### src/rtl/window_gen_3x3_if.sv
// Stream-side bundle for window_gen_3x3: pixel input handshake and window output handshake.
// Optional WIN_COORD_EN adds the window-centre coordinate outputs.
interface window_gen_3x3_if #(
    parameter int PIX_W = 8
`ifdef WIN_COORD_EN
    , parameter int XW = 6
    , parameter int YW = 6
`endif
);
    logic                        in_valid;
    logic                        in_ready;
    logic [PIX_W-1:0]            in_pix;
    logic [0:2][0:2][PIX_W:0]    img;
    logic                        out_valid;
    logic                        out_ready;
    logic                        out_last;
`ifdef WIN_COORD_EN
    logic [XW-1:0]               out_x;
    logic [YW-1:0]               out_y;

    modport master (output in_valid, in_pix, out_ready,
                    input  in_ready, img, out_valid, out_last, out_x, out_y);
    modport slave  (input  in_valid, in_pix, out_ready,
                    output in_ready, img, out_valid, out_last, out_x, out_y);
`else
    modport master (output in_valid, in_pix, out_ready,
                    input  in_ready, img, out_valid, out_last);
    modport slave  (input  in_valid, in_pix, out_ready,
                    output in_ready, img, out_valid, out_last);
`endif
endinterface

### src/rtl/window_gen_3x3.sv
// Streaming 3x3 window generator with two line memories and a one-slot output register.
// Define WIN_COORD_EN to also output the window-centre coordinates (out_x/out_y).
module window_gen_3x3 #(
    parameter int IMG_W = 64,
    parameter int IMG_H = 64,
    parameter int PIX_W = 8
) (
    input  logic              clk,
    input  logic              rst_n,
    window_gen_3x3_if.slave   bus
);
    localparam int XW = $clog2(IMG_W);
    localparam int YW = $clog2(IMG_H);

    localparam logic [0:0] S_FILL = 1'b0;
    localparam logic [0:0] S_RUN  = 1'b1;

    logic [0:0]               r_state;
    logic [XW-1:0]            r_x;
    logic [YW-1:0]            r_y;
    logic [PIX_W-1:0]         r_line0 [IMG_W];
    logic [PIX_W-1:0]         r_line1 [IMG_W];
    logic [0:2][0:2][PIX_W:0] r_win;
    logic                     r_out_valid;
    logic                     r_out_last;

    logic                     w_in_ready;
    logic                     w_accept;
    logic                     w_x_last;
    logic                     w_y_last;
    logic                     w_emit;
    logic [PIX_W-1:0]         w_l0;
    logic [PIX_W-1:0]         w_l1;

    assign w_in_ready = !r_out_valid || bus.out_ready;
    assign w_accept   = bus.in_valid && w_in_ready;
    assign w_x_last   = (r_x == XW'(IMG_W - 1));
    assign w_y_last   = (r_y == YW'(IMG_H - 1));
    assign w_emit     = w_accept && (r_state == S_RUN) && (r_x >= XW'(2));
    assign w_l0       = r_line0[r_x];
    assign w_l1       = r_line1[r_x];

    always_ff @(posedge clk or negedge rst_n) begin
        if (!rst_n) begin
            r_state <= S_FILL;
            r_x     <= '0;
            r_y     <= '0;
        end else if (w_accept) begin
            if (w_x_last) begin
                r_x <= '0;
                r_y <= w_y_last ? '0 : r_y + YW'(1);
                if (r_state == S_FILL && r_y == YW'(1))
                    r_state <= S_RUN;
                else if (r_state == S_RUN && w_y_last)
                    r_state <= S_FILL;
            end else begin
                r_x <= r_x + XW'(1);
            end
        end
    end

    // Line memories carry no reset; every entry is rewritten before a window can expose it.
    always_ff @(posedge clk) begin
        if (w_accept) begin
            r_line1[r_x] <= w_l0;
            r_line0[r_x] <= bus.in_pix;
        end
    end

    always_ff @(posedge clk or negedge rst_n) begin
        if (!rst_n) begin
            r_win       <= '0;
            r_out_valid <= 1'b0;
            r_out_last  <= 1'b0;
        end else begin
            if (w_accept) begin
                for (int r = 0; r < 3; r++) begin
                    r_win[r][0] <= r_win[r][1];
                    r_win[r][1] <= r_win[r][2];
                end
                r_win[0][2] <= {1'b0, w_l1};
                r_win[1][2] <= {1'b0, w_l0};
                r_win[2][2] <= {1'b0, bus.in_pix};
            end
            if (w_emit) begin
                r_out_valid <= 1'b1;
                r_out_last  <= w_x_last && w_y_last;
            end else if (bus.out_ready) begin
                r_out_valid <= 1'b0;
            end
        end
    end

`ifdef WIN_COORD_EN
    logic [XW-1:0] r_out_x;
    logic [YW-1:0] r_out_y;

    always_ff @(posedge clk or negedge rst_n) begin
        if (!rst_n) begin
            r_out_x <= '0;
            r_out_y <= '0;
        end else if (w_emit) begin
            r_out_x <= r_x - XW'(1);
            r_out_y <= r_y - YW'(1);
        end
    end

    assign bus.out_x = r_out_x;
    assign bus.out_y = r_out_y;
`endif

    assign bus.in_ready  = w_in_ready;
    assign bus.img       = r_win;
    assign bus.out_valid = r_out_valid;
    assign bus.out_last  = r_out_last;
endmodule

### src/flat_wrapper.sv
// flat-port wrapper written by rule: the top's interface ports become plain ports
module window_gen_3x3_flat 
#(
    parameter int IMG_W = 64,
    parameter int IMG_H = 64,
    parameter int PIX_W = 8
)
  (clk, rst_n, bus_in_valid, bus_in_pix, bus_out_ready, bus_in_ready, bus_img, bus_out_valid, bus_out_last);
  window_gen_3x3_if #(.PIX_W(PIX_W)) bus_i ();
  input  logic clk;
  input  logic rst_n;
  input wire logic [$bits(bus_i.in_valid)-1:0] bus_in_valid;
  input wire logic [$bits(bus_i.in_pix)-1:0] bus_in_pix;
  input wire logic [$bits(bus_i.out_ready)-1:0] bus_out_ready;
  output wire logic [$bits(bus_i.in_ready)-1:0] bus_in_ready;
  output wire logic [$bits(bus_i.img)-1:0] bus_img;
  output wire logic [$bits(bus_i.out_valid)-1:0] bus_out_valid;
  output wire logic [$bits(bus_i.out_last)-1:0] bus_out_last;
  assign bus_i.in_valid = bus_in_valid;
  assign bus_i.in_pix = bus_in_pix;
  assign bus_i.out_ready = bus_out_ready;
  assign bus_in_ready = bus_i.in_ready;
  assign bus_img = bus_i.img;
  assign bus_out_valid = bus_i.out_valid;
  assign bus_out_last = bus_i.out_last;
  window_gen_3x3 #(.IMG_W(IMG_W), .IMG_H(IMG_H), .PIX_W(PIX_W)) u_core (.clk(clk), .rst_n(rst_n), .bus(bus_i));
endmodule
### config.mk
export PLATFORM = sky130hd
export DESIGN_NAME = window_gen_3x3_flat
export DESIGN_NICKNAME = d
export VERILOG_FILES = /design/src/rtl/window_gen_3x3_if.sv /design/src/rtl/window_gen_3x3.sv /design/src/flat_wrapper.sv
export SDC_FILE = /design/constraint.sdc
export NUM_CORES = 1
export LEC_CHECK = 0
export CAP_MARGIN = 20
export CELL_PAD_IN_SITES_DETAIL_PLACEMENT = 1
export CELL_PAD_IN_SITES_GLOBAL_PLACEMENT = 1
export CORE_UTILIZATION = 35
export CTS_CLUSTER_SIZE = 25
export DETAILED_ROUTE_END_ITERATION = 10
export PLACE_DENSITY_LB_ADDON = 0.1
export SLEW_MARGIN = 40
export SYNTH_ARGS = -nofsm -noshare
export SYNTH_HDL_FRONTEND = slang
export SYNTH_SLANG_ARGS = --single-unit
### constraint.sdc
create_clock -name clk -period 7.7 [get_ports clk]
set_input_delay 1.54 -clock clk [delete_from_list [all_inputs] [get_ports clk]]
set_output_delay 1.54 -clock clk [all_outputs]
set_load 0.02 [all_outputs]
; ---- Word level (Yosys, flattened, before mapping)
; Memories as Yosys holds them, arrays and structs flattened. A register that Yosys moved wholly into a read port is not among the register bits.
; Index checks and enable logic that the tools add are counted.
[totals]
out_inout_bits = 84
mem_bits_rw = 1024
reg_bits = 79
mem_count = 2
word_cells = 43
inputBits = 12
[memory_table]
columns = name, words, width, read_ports, rd_ports_with_merged_regs, wr, line
row1 = u_core.r_line0, 64, 8, 1, 0, 1, window_gen_3x3.sv:21  ; logic [PIX_W-1:0] r_line0 [IMG_W];
row2 = u_core.r_line1, 64, 8, 1, 1, 1, window_gen_3x3.sv:22  ; logic [PIX_W-1:0] r_line1 [IMG_W];
[classes]
order_cmp = 1
addsub = 2
mux = 8
n_bitwise = 1
reduce_logical = 13
n_eq_ne = 3
[op_table]
columns = operator, count
row1 = adder 6 x 1 -> 6 bit (second input constant), 2
row2 = equality test 6 bit (second input constant), 2
row3 = two-way mux 6 bit, 2
row4 = equality test 6 x 1 -> 1 bit (second input constant), 1
row5 = greater-or-equal comparator 6 x 2 -> 1 bit (second input constant), 1
row6 = logical AND 1 bit, 6
row7 = two-way mux 1 bit, 6
row8 = nonzero test 2 bit, 2
row9 = AND reduction 3 bit, 1
row10 = logical NOT 1 bit, 2
row11 = AND reduction 2 bit, 1
row12 = logical OR 1 bit, 1
row13 = NOT 1 bit, 1

; ---- Logic depth before layout (Yosys ltp)
; Gate-level depths: netlist of run 1.
[depth]
word_depth = 6
depth_mapped = 11
ltp_nobuf = 6

; ---- Least setup slack after synthesis of run 1
; Ideal clock, no wire load.
[synth_path]
path_kind = in2reg
startpoint = in bus_out_ready
endpoint = mem u_core.r_line0[12][0] (enable)
path_stages = 6
setup_time_ns = 0.389
arrival_ns = 3.462
required_time_ns = 7.311
slack_ns = 3.850
path_buffers = 2
path_cell_list = nand2b_1 -> and2_1 -> clkbuf_1 -> clkbuf_1 -> nand3_1 -> nor2_1
[synth_via]
elab_chain_cells = 4
[synth_rtl]
columns = element, line
row1 = "start, declared", flat_wrapper.sv:14  ; input wire logic [$bits(bus_i.out_ready)-1:0] bus_out_ready;
row2 = logical OR 1 bit, window_gen_3x3.sv:35  ; assign w_in_ready = !r_out_valid || bus.out_ready;
row3 = logical AND 1 bit, window_gen_3x3.sv:36  ; assign w_accept = bus.in_valid && w_in_ready;
row4 = two-way mux 1 bit, window_gen_3x3.sv:64  ; if (w_accept) begin
row5 = two-way mux 1 bit (implied by the code), window_gen_3x3.sv:66  ; r_line0[r_x] <= bus.in_pix;
row6 = "end, declared", window_gen_3x3.sv:21
; Every way passes these cells.

; ---- Worst setup path in the final report of run 1
[layout_path]
startpoint = reg u_core.r_x[1]
endpoint = mem u_core.r_line1[11][6] (data pin)
[layout_via]
elab_chain_cells = 1
[layout_rtl]
columns = element, line
row1 = "start, declared", window_gen_3x3.sv:19  ; logic [XW-1:0] r_x;
row2 = "start signal, assigned", window_gen_3x3.sv:57  ; r_x <= r_x + XW'(1);
row3 = memory read (64 x 8 bit), n/a
row4 = net u_core.w_l0[6], window_gen_3x3.sv:32  ; logic [PIX_W-1:0] w_l0;
row5 = "end, declared", window_gen_3x3.sv:22
; The timed path passes the listed nets, and every way through them passes these cells.

==> summary.txt, run 1 <==
Power
  – Switch share: 36.22%
  – Register share of total power: 41.1%
  – Maximum VDD drop: 294.0 uV
  – Internal power: 0.01283 W
  – P_sw: 0.007287 W
  – Combinational Power Share: 30.7%
  – Lkg Pwr: 16.64 nW
  – PwrDens: 398.3 mW/mm2
  – Clock share of power: 28.2%

Timing
  – Clock skew: 36.55 ps
  – RSZ-0062 raised after global routing: false
  – Max-slew violations: 0
  – Slew @ Worst Pin: 924.6 ps
  – Final setup vio count: 0
  – Setup TNS: 0 ps
  – Slew HR: 38.36%
  – Fin crit share: 64.56%
  – Setup WS post-layout: 2729 ps
  – Min Tclk post-route: 4971 ps
  – Final hold violations: 0
  – Max Clock Freq: 201.2 MHz

Clocking
  – Post_cts resized: 0
  – Clock Path Buffers: 3
  – Clock latency on the worst-skew pair: 720 ps
  – TritonCTS clock tree: built
  – Clock Sinks: 1111
  – CTS H-tree lvls: 3
  – Post-CTS setup buffer count: 0
  – Worst-path clk slew: 60 ps
  – Hold_buf cts: 0
  – CTS buffer count: 118
  – Root Driver: clkbuf_16

Finish
  – Area Overhead vs Synth: 16.76%
  – Most frequent cells in the layout: 1024 x edfxtp_1, 267 x nand2_1, 133 x buf_4
  – Sequential Area: 0.03294 mm2
  – Final Non-Filler Cells: 4507
  – Final #Nets: 2793
  – Layout cell share with drive strength beyond 1: 17.53%
  – Area of the multi-input gates: 0.009570 mm2
  – Finished Cell Area: 0.05050 mm2
  – Fillcell total: 11856
  – Most common cell after layout, fill and taps aside: edfxtp_1

Detailed routing
  – Drt first pass iters: 5
  – Wirelength per Cell: 35.74 um
  – DRC violations left: 0
  – Vias/cell: 5.807
  – DRT antenna net count: 0
  – Initial DRC count: 3056
  – Detailed Route WL: 161100 um
  – DR vias: 26173

Run status
  – Outcome: finished clean

Logic synthesis
  – Ys Warns: 0
  – Synth Register Bits: 1111
  – Main synth FF type: edfxtp_1
  – Cell Area, Synth: 0.04325 mm2
  – Async S/R FF share, synth: 7.831%
  – Cells after Synth: 2604
  – Seq/Total Area, Yosys: 76.12%
  – Number of unique standard cell types used by synthesis: 71
  – Post-synth EDFFs: 1024
  – Synth Area per Inst: 16.61 um2

Global routing
  – Gr usage total: 25.48%
  – Largest net degree at the start of global routing: 86
  – Global-route wire length before repair: 222400 um
  – Vias in the first global route: 26428
  – Final global-route overflow total: 0
  – Initial antenna violation count: 10

Placement
  – Routability cong.: 0.8677
  – DP Cell Count: 4280
  – DP Area: 0.04657 mm2
  – Dpl hpwl: 97170 um
  – Post-place setup slack: 2510 ps
  – Port bufs: 86

Hold path
  – Hold Crit Class: reg2reg

Setup path
  – Crit. End Element: flop
  – Worst path bufs/invs: 2
  – Required @ worst endpoint: 8090 ps
  – Crit path cell chain: clkinv_2 -> nand2_1 -> o211ai_1 -> nor2_1 -> o221a_2 -> nand2_2 -> buf_4
  – Max incr delay on CP: 970 ps
  – Crit-path slowest cell: nand2_1
  – Crit path DAT: 5360 ps
  – CP startpoint kind: flop
  – Family with the most delay on the worst path: simple AND/OR/NAND/NOR gates
  – Crit-path max FO: 38
  – WS Path Type: reg2reg

Die
  – I/O pin cnt: 96
  – Width of the die: 353.5 um
  – Initial Util: 35.40%
  – Total die area: 0.1250 mm2
  – Die height: 353.5 um
  – Core footprint: 0.1222 mm2
  – Row Count: 128

Run
  – Max Cap Viol: 0
flip-flops by register name, indices dropped and copies added (netlist names):
| signal | count |
|---|---|
| u_core.bus.out_valid | 1 |
| u_core.r_state | 1 |
| u_core.r_line0 | 512 |
| u_core.r_x | 6 |
| u_core.r_line1 | 512 |
| u_core.r_y | 6 |
| u_core.bus.img | 72 |
| u_core.bus.out_last | 1 |
worst register-to-register path, stage by stage (launching register included):
cell      delay (ps)
dfrtp_4          830
clkinv_2         880
nand2_1         1010
o211ai_1         330
nor2_1           390
o221a_2          300
nand2_2          390
buf_4            450
path summary, 6_finish.rpt:
kind | start | endpoint | slack, ps | cells past startpoint
min in group asynchronous | rst_n | u_core.bus.img[9] | 800 | 1
max reg2reg | u_core.r_x[1] | u_core.r_line1[11][6] | 2730 | 7
max | u_core.r_x[1] | u_core.r_line1[11][6] | 2730 | 7
min | u_core.bus.img[78] | u_core.bus.img[78] | 480 | 2
min reg2reg | u_core.bus.img[78] | u_core.bus.img[78] | 480 | 2
max in group asynchronous | rst_n | u_core.r_x[1] | 5880 | 2
synth_stat cells, types with 12 or more instances:
| master | instances | area [um2] |
|---|---|---|
| o21ai_0 | 53 | 265.3 |
| buf_4 | 30 | 225.2 |
| a22oi_1 | 86 | 645.6 |
| dfrtp_1 | 87 | 2177 |
| a221o_1 | 14 | 140.1 |
| mux4_2 | 46 | 1036 |
| nor2b_1 | 16 | 100.1 |
| nand2_1 | 270 | 1013 |
| nand3b_1 | 13 | 97.59 |
| mux2i_1 | 112 | 1121 |
| edfxtp_1 | 1024 | 30750 |
| nand3_1 | 37 | 185.2 |
| o221ai_1 | 12 | 105.1 |
| buf_2 | 71 | 355.3 |
| nor3_1 | 13 | 65.06 |
| a221oi_1 | 116 | 1016 |
| nor2_1 | 111 | 416.7 |
| a22o_1 | 12 | 105.1 |
| a31oi_1 | 25 | 156.4 |
| mux2_2 | 58 | 653.1 |
| o22ai_1 | 79 | 494.2 |
| o31ai_1 | 14 | 105.1 |
| a21oi_1 | 43 | 215.2 |
| clkbuf_1 | 71 | 266.5 |
power by group through the flow:
stage	logic (W)	registers, W	clock network [W]
2_1_floorplan	0.00290	0.00842	0
6_report	0.00618	0.00827	0.00567
3_3_place_gp	0.00597	0.00839	0
3_5_place_dp	0.00612	0.00841	0
5_1_grt	0.00639	0.00829	0.00596
4_1_cts	0.00614	0.00828	0.00578
routing by layer:
layer  global-route usage (%)  wire length (um)  up-vias
met2                    40.22             74590     1230
met5                        0                25        -
met1                    35.90             69060    13967
met3                    4.371             12600      197
met4                    7.931              4810        4
li1                         -                 -    10775
per-stage QoR:
stage          utilization, %  hold slack (ps)  power, W
6_report                41.33            476.0   0.02012
3_3_place_gp            38.01            456.8   0.01436
4_1_cts                 41.27            480.3   0.02020
2_1_floorplan               -            444.7   0.01132
5_1_grt                 41.33            501.0   0.02065
3_5_place_dp            38.11            465.5   0.01453
cell families after synthesis:
logic type	Yosys count	share of synthesized area (%)
compound gates	538	9.222
simple gates	528	5.470
fa+ha+maj	4	0.1157
buf+inv	197	2.349
flops	1111	76.12
mux	220	6.610
xor+xnor	5	0.1012
other cells	1	0.008670
layout make-up:
class | instances | area share (%)
antenna | 1 | 0.004955
clock buffer | 154 | 6.484
clock inverter | 70 | 1.162
inverter | 5 | 0.03964
multi-input combinational | 1304 | 18.95
sequential | 1111 | 65.22
tap | 1625 | 4.026
timing repair buffer | 237 | 4.113
Power figures use the tool's default switching activity.
==> run 2: changes to the inputs <==
==> constraint.sdc (replaced) <==
create_clock -name clk -period 4.65 [get_ports clk]
set_input_delay 0.93 -clock clk [delete_from_list [all_inputs] [get_ports clk]]
set_output_delay 0.93 -clock clk [all_outputs]
set_load 0.02 [all_outputs]
==> run 2 against run 1 <==
Net effect: cell count up 2.0%; combinational power up 73%; flip-flop and latch count unchanged; register-to-register slack worse by 2400 ps.
==> summary.txt, run 2 (synthesis results as in run 1) <==
Global routing
  – Vias in the first global route: 27082
  – Initial antenna violation count: 6
  – Global-route wire length before repair: 219000 um
  – Final global-route overflow total: 0
  – Gr usage total: 24.98%
  – Largest net degree at the start of global routing: 72

Setup path
  – WS Path Type: reg2reg
  – CP startpoint kind: flop
  – Required @ worst endpoint: 5100 ps
  – Crit-path max FO: 39
  – Crit. End Element: flop
  – Crit path DAT: 4760 ps

Die
  – I/O pin cnt: 96
  – Row Count: 128
  – Die height: 353.5 um
  – Total die area: 0.1250 mm2
  – Initial Util: 35.40%
  – Core footprint: 0.1222 mm2
  – Width of the die: 353.5 um

Timing
  – Final setup vio count: 0
  – Slew @ Worst Pin: 901.6 ps
  – Fin crit share: 92.68%
  – Setup TNS: 0 ps
  – Slew HR: 39.75%
  – RSZ-0062 raised after global routing: false
  – Final hold violations: 0
  – Clock skew: 29.97 ps
  – Max-slew violations: 0
  – Min Tclk post-route: 4310 ps
  – Min Hold Slack: 282.2 ps
  – Max Clock Freq: 232.0 MHz

Detailed routing
  – DRC violations left: 0
  – Drt first pass iters: 5
  – DR vias: 26497
  – Initial DRC count: 2827
  – Vias/cell: 5.761
  – DRT antenna net count: 0
  – Wirelength per Cell: 34.13 um
  – Detailed Route WL: 157000 um

Placement
  – Port bufs: 86
  – Routability cong.: 0.9013
  – Dpl hpwl: 99870 um
  – DP Area: 0.04751 mm2

Clocking
  – Hold_buf cts: 0
  – Worst-path clk slew: 60 ps
  – Root Driver: clkbuf_16
  – Post-CTS setup buffer count: 0
  – CTS H-tree lvls: 4
  – Clock latency on the worst-skew pair: 750 ps
  – Clock Path Buffers: 3
  – CTS buffer count: 130
  – Post_cts resized: 0
  – Clock Sinks: 1111
  – TritonCTS clock tree: built

Finish
  – Finished Cell Area: 0.05188 mm2
  – Area Overhead vs Synth: 19.93%
  – Fillcell total: 11889
  – Most frequent cells in the layout: 1024 x edfxtp_1, 267 x nand2_1, 209 x buf_4
  – Most common cell after layout, fill and taps aside: edfxtp_1
  – Layout cell share with drive strength beyond 1: 19.94%
  – Sequential Area: 0.03294 mm2
  – Final #Nets: 2891
  – Area of the multi-input gates: 0.009483 mm2

Power
  – Lkg Pwr: 17.38 nW
  – Maximum VDD drop: 678.8 uV
  – PwrDens: 672.5 mW/mm2

Run
  – Max Cap Viol: 0

Run status
  – Outcome: finished clean

Hold path
  – Hold Crit Class: in2async
run 2: cell count changes in the layout (fill, tap and decap cells not counted), sizes merged:
cell and change:
buf +86, clkinv -15, bufinv +9, clkbuf +8, diode +4, clkinvlp -1, inv +1
run 2: critical path, stage by stage (launching register included):
cell and delay (ps):
dfrtp_4 870, buf_4 520, and3b_1 230, o21ai_0 530, a21oi_1 160, a211oi_1 580
nor4bb_1 470, nand2b_2 250, buf_4 280
run 2: through the flow:
stage / cells / total power [W] / setup WS (ps) / util [%]
4_1_cts: 4594 / 0.03507 / 460.9 / 42.44
6_report: 4599 / 0.03489 / 340.3 / 42.45
3_5_place_dp: 4368 / 0.02457 / 484.2 / 38.88
3_3_place_gp: 4367 / 0.02437 / 530.6 / 38.83
2_1_floorplan: 2612 / 0.01874 / 1140 / -
5_1_grt: 4594 / 0.03588 / 349.1 / 42.44
run 2: power by group:
part / internal, W / total (W) / switching, W
Combinational: 0.00316 / 0.0107 / 0.00757
Clock: 0.00642 / 0.0105 / 0.00406
Sequential: 0.0132 / 0.0137 / 0.000509
run 2: path summary, 6_finish.rpt:
check                                    from                    end  slack [ps]  depth (start not counted)
max in group asynchronous               rst_n     u_core.bus.img[33]        3830                          2
min reg2reg                u_core.bus.img[22]     u_core.bus.img[22]         470                          2
min                                     rst_n     u_core.bus.img[47]         280                          2
max reg2reg                     u_core.r_x[1]  u_core.r_line1[10][3]         340                          8
min in group clk           u_core.bus.img[22]     u_core.bus.img[22]         470                          2
max                             u_core.r_x[1]  u_core.r_line1[10][3]         340                          8
run 2: routing by layer:
layer | up-vias | wire length, um | global-route usage [%]
met5 | - | 0 | 0
met4 | 0 | 4728 | 7.965
met3 | 239 | 10100 | 4.701
met2 | 1061 | 74250 | 40.38
met1 | 14217 | 67900 | 34.02
li1 | 10980 | - | -
run 2: cell type report:
type | instances | share of cell area, %
well taps | 1625 | 3.919
multi-input cells | 1304 | 18.28
inverters | 5 | 0.03859
clock inverters | 64 | 1.507
flip-flops and latches | 1111 | 63.49
repair buffers | 323 | 5.849
diodes | 5 | 0.02412
clock buffers | 162 | 6.888
==> variant, RTL diff (config.mk and constraints of run 1) <==
`PIX_W` is set to 8 in 3 places; all go to 9.
--- a/src/rtl/window_gen_3x3_if.sv
+++ b/src/rtl/window_gen_3x3_if.sv
@@ -2,5 +2,5 @@
 // Optional WIN_COORD_EN adds the window-centre coordinate outputs.
 interface window_gen_3x3_if #(
-    parameter int PIX_W = 8
+    parameter int PIX_W = 9
 `ifdef WIN_COORD_EN
     , parameter int XW = 6
--- a/src/rtl/window_gen_3x3.sv
+++ b/src/rtl/window_gen_3x3.sv
@@ -4,5 +4,5 @@
     parameter int IMG_W = 64,
     parameter int IMG_H = 64,
-    parameter int PIX_W = 8
+    parameter int PIX_W = 9
 ) (
     input  logic              clk,
--- a/src/flat_wrapper.sv
+++ b/src/flat_wrapper.sv
@@ -4,5 +4,5 @@
     parameter int IMG_W = 64,
     parameter int IMG_H = 64,
-    parameter int PIX_W = 8
+    parameter int PIX_W = 9
 )
   (clk, rst_n, bus_in_valid, bus_in_pix, bus_out_ready, bus_in_ready, bus_img, bus_out_valid, bus_out_last);
Ports: changed (resized bus_img and bus_in_pix); port bits go from 96 to 106. No check against the original RTL was run, so the function may have changed too.
==> variant against run 1 <==
  * Total power up 14%
  * Sequential power up 12%
  * Sequential cell count up 137
  * Final area up 12%
  * Setup slack worse by 0.12 ns
  * Count of clock-buffer cells in the layout up 39
  * Area after synthesis up 11%
  * Routed wire length up 17%
  * Clock power up 16%
  * Sequential share of layout area up 0.28 points
  * Largest power group unchanged
==> variant: results (changes against run 1) <==
| Metric | Value |
|---|---|
| Status | completed (unchanged) |
| Nets | 3056 (was 2793) |
| R2R cell count | 8 (was 7) |
| First-pass GRT wire length | 258 mm (was 222 mm) |
| PortBufs | 96 (was 86) |
| Placed Cells | 4678 (was 4280) |
| Slew at the pin closest to its max-slew limit | 0.958 ns (was 0.925 ns) |
| CP max FO | 60 (was 38) |
| Register-to-register setup slack | 2.61 ns (was 2.73 ns) |
| CP peak stage delay | 0.86 ns (was 0.97 ns) |
| Worst r2r dst | u_core.r_line1[31][0]$_DFFE_PP_ (was u_core.r_line1[11][6]$_DFFE_PP_) |
| Fill count | 13100 (was 11900) |
| DR pass1 iterations | 6 (was 5) |
| Fin crit share | 66.1% (was 64.6%) |
| Worst Hold Launch | u_core.bus.img[58]$_DFFE_PN0P_ (was u_core.bus.img[78]$_DFFE_PN0P_) |
| Routed WL | 189 mm (was 161 mm) |
| Min-Delay Endpoint | u_core.bus.img[58]$_DFFE_PN0P_ (was u_core.bus.img[78]$_DFFE_PN0P_) |
| Synth Area per Inst | 16.8 sq um (was 16.6 sq um) |
| Pre-CTS WS | 2.67 ns (was 2.51 ns) |
| Clk Latency, worst-skew pair | 0.79 ns (was 0.72 ns) |
| Top area cells in the synthesized netlist | edfxtp_1 72%, dfrtp_1 5.0%, a22oi_1 3.5%, mux4_2 2.7%, nand2_1 2.1% (was edfxtp_1 71%, dfrtp_1 5.0%, mux2i_1 2.6%, mux4_2 2.4%, a221oi_1 2.3%) |
| GPL Wtd Cong | 0.895 (was 0.868) |
| Netlist cell types | 72 (was 71) |
| H-Tree Depth | 4 (was 3) |
| Leakage power | 0.0182 uW (was 0.0166 uW) |
| Routed len/inst | 38.2 um (was 35.7 um) |
| Synth top cells by count | 1152 x edfxtp_1, 263 x nand2_1, 222 x a22oi_1 (was 1024 x edfxtp_1, 270 x nand2_1, 116 x a221oi_1) |
| Highest-delay cell along the critical path | dfrtp_4 (was nand2_1) |
| P per Cell Area | 407 nW/um^2 (was 398 nW/um^2) |
| Critical path arrival | 5.58 ns (was 5.36 ns) |
| Seq/Total Area, Yosys | 76.9% (was 76.1%) |
| Worst hold margin | 0.472 ns (was 0.476 ns) |
| Initial drt markers | 3753 (was 3056) |
| Total Routing Usage GR | 27.0% (was 25.5%) |
| Layout cells sized above 1 | 17.7% (was 17.5%) |
[variant: changes by cell type in the layout (fill, tap and decap cells not counted), moves of 14 or more]
cell	change
a221oi_1	-20
nand3_1	-19
nor2_2	+28
nor3_1	+18
o21ai_1	+14
a22oi_1	+136
nor2_1	-26
nor2_4	+18
clkbuf_16	+24
mux2i_1	-32
clkbuf_1	+19
mux2_1	+21
mux2_2	-20
edfxtp_1	+128
[variant: cells by family (layout without fill, tap and decap cells)]
family | count (synthesis) | after routing | share of synthesized area [%]
flops | 1248 | 1248 | 76.9
compound gates | 655 | 655 | 10.0
simple gates | 519 | 519 | 4.69
buf+inv | 225 | 511 | 2.26
mux | 201 | 201 | 5.83
xor+xnor | 8 | 8 | 0.146
fa+ha+maj | 4 | 4 | 0.104
other cells | 1 | 12 | 0.00780
[variant: area by class of cell]
type                    instances  area share [%]
diodes                          3          0.0133
clock buffers                 193            6.89
clock inverters                65           0.983
inverters                      10          0.0687
multi-input cells            1396            18.6
flip-flops and latches       1248            65.5
well taps                    1781            3.94
repair buffers                243            3.96
[variant: routing by layer]
layer  GRT usage [%]  part of all wire (%)  vias up
li1                -                     -    11900
met1            36.6                    42    15900
met2            42.3                    46     1427
met3            5.81                   8.0      322
met4            11.1                   4.2        8
met5               0                 0.034        -
[variant: power breakdown]
part | leakage (uW) | switching [uW] | internal [uW]
clock network | 0.00218 | 2750 | 3830
registers | 0.0115 | 362 | 8890
logic | 0.00459 | 5410 | 1780
total | 0.0182 | 8530 | 14500
[variant: tightest hold or removal path, delay by kind of cell (launching register included)]
family / cells / cell delay [ns]
simple gates: 2 / 0.10
flops: 1 / 0.34
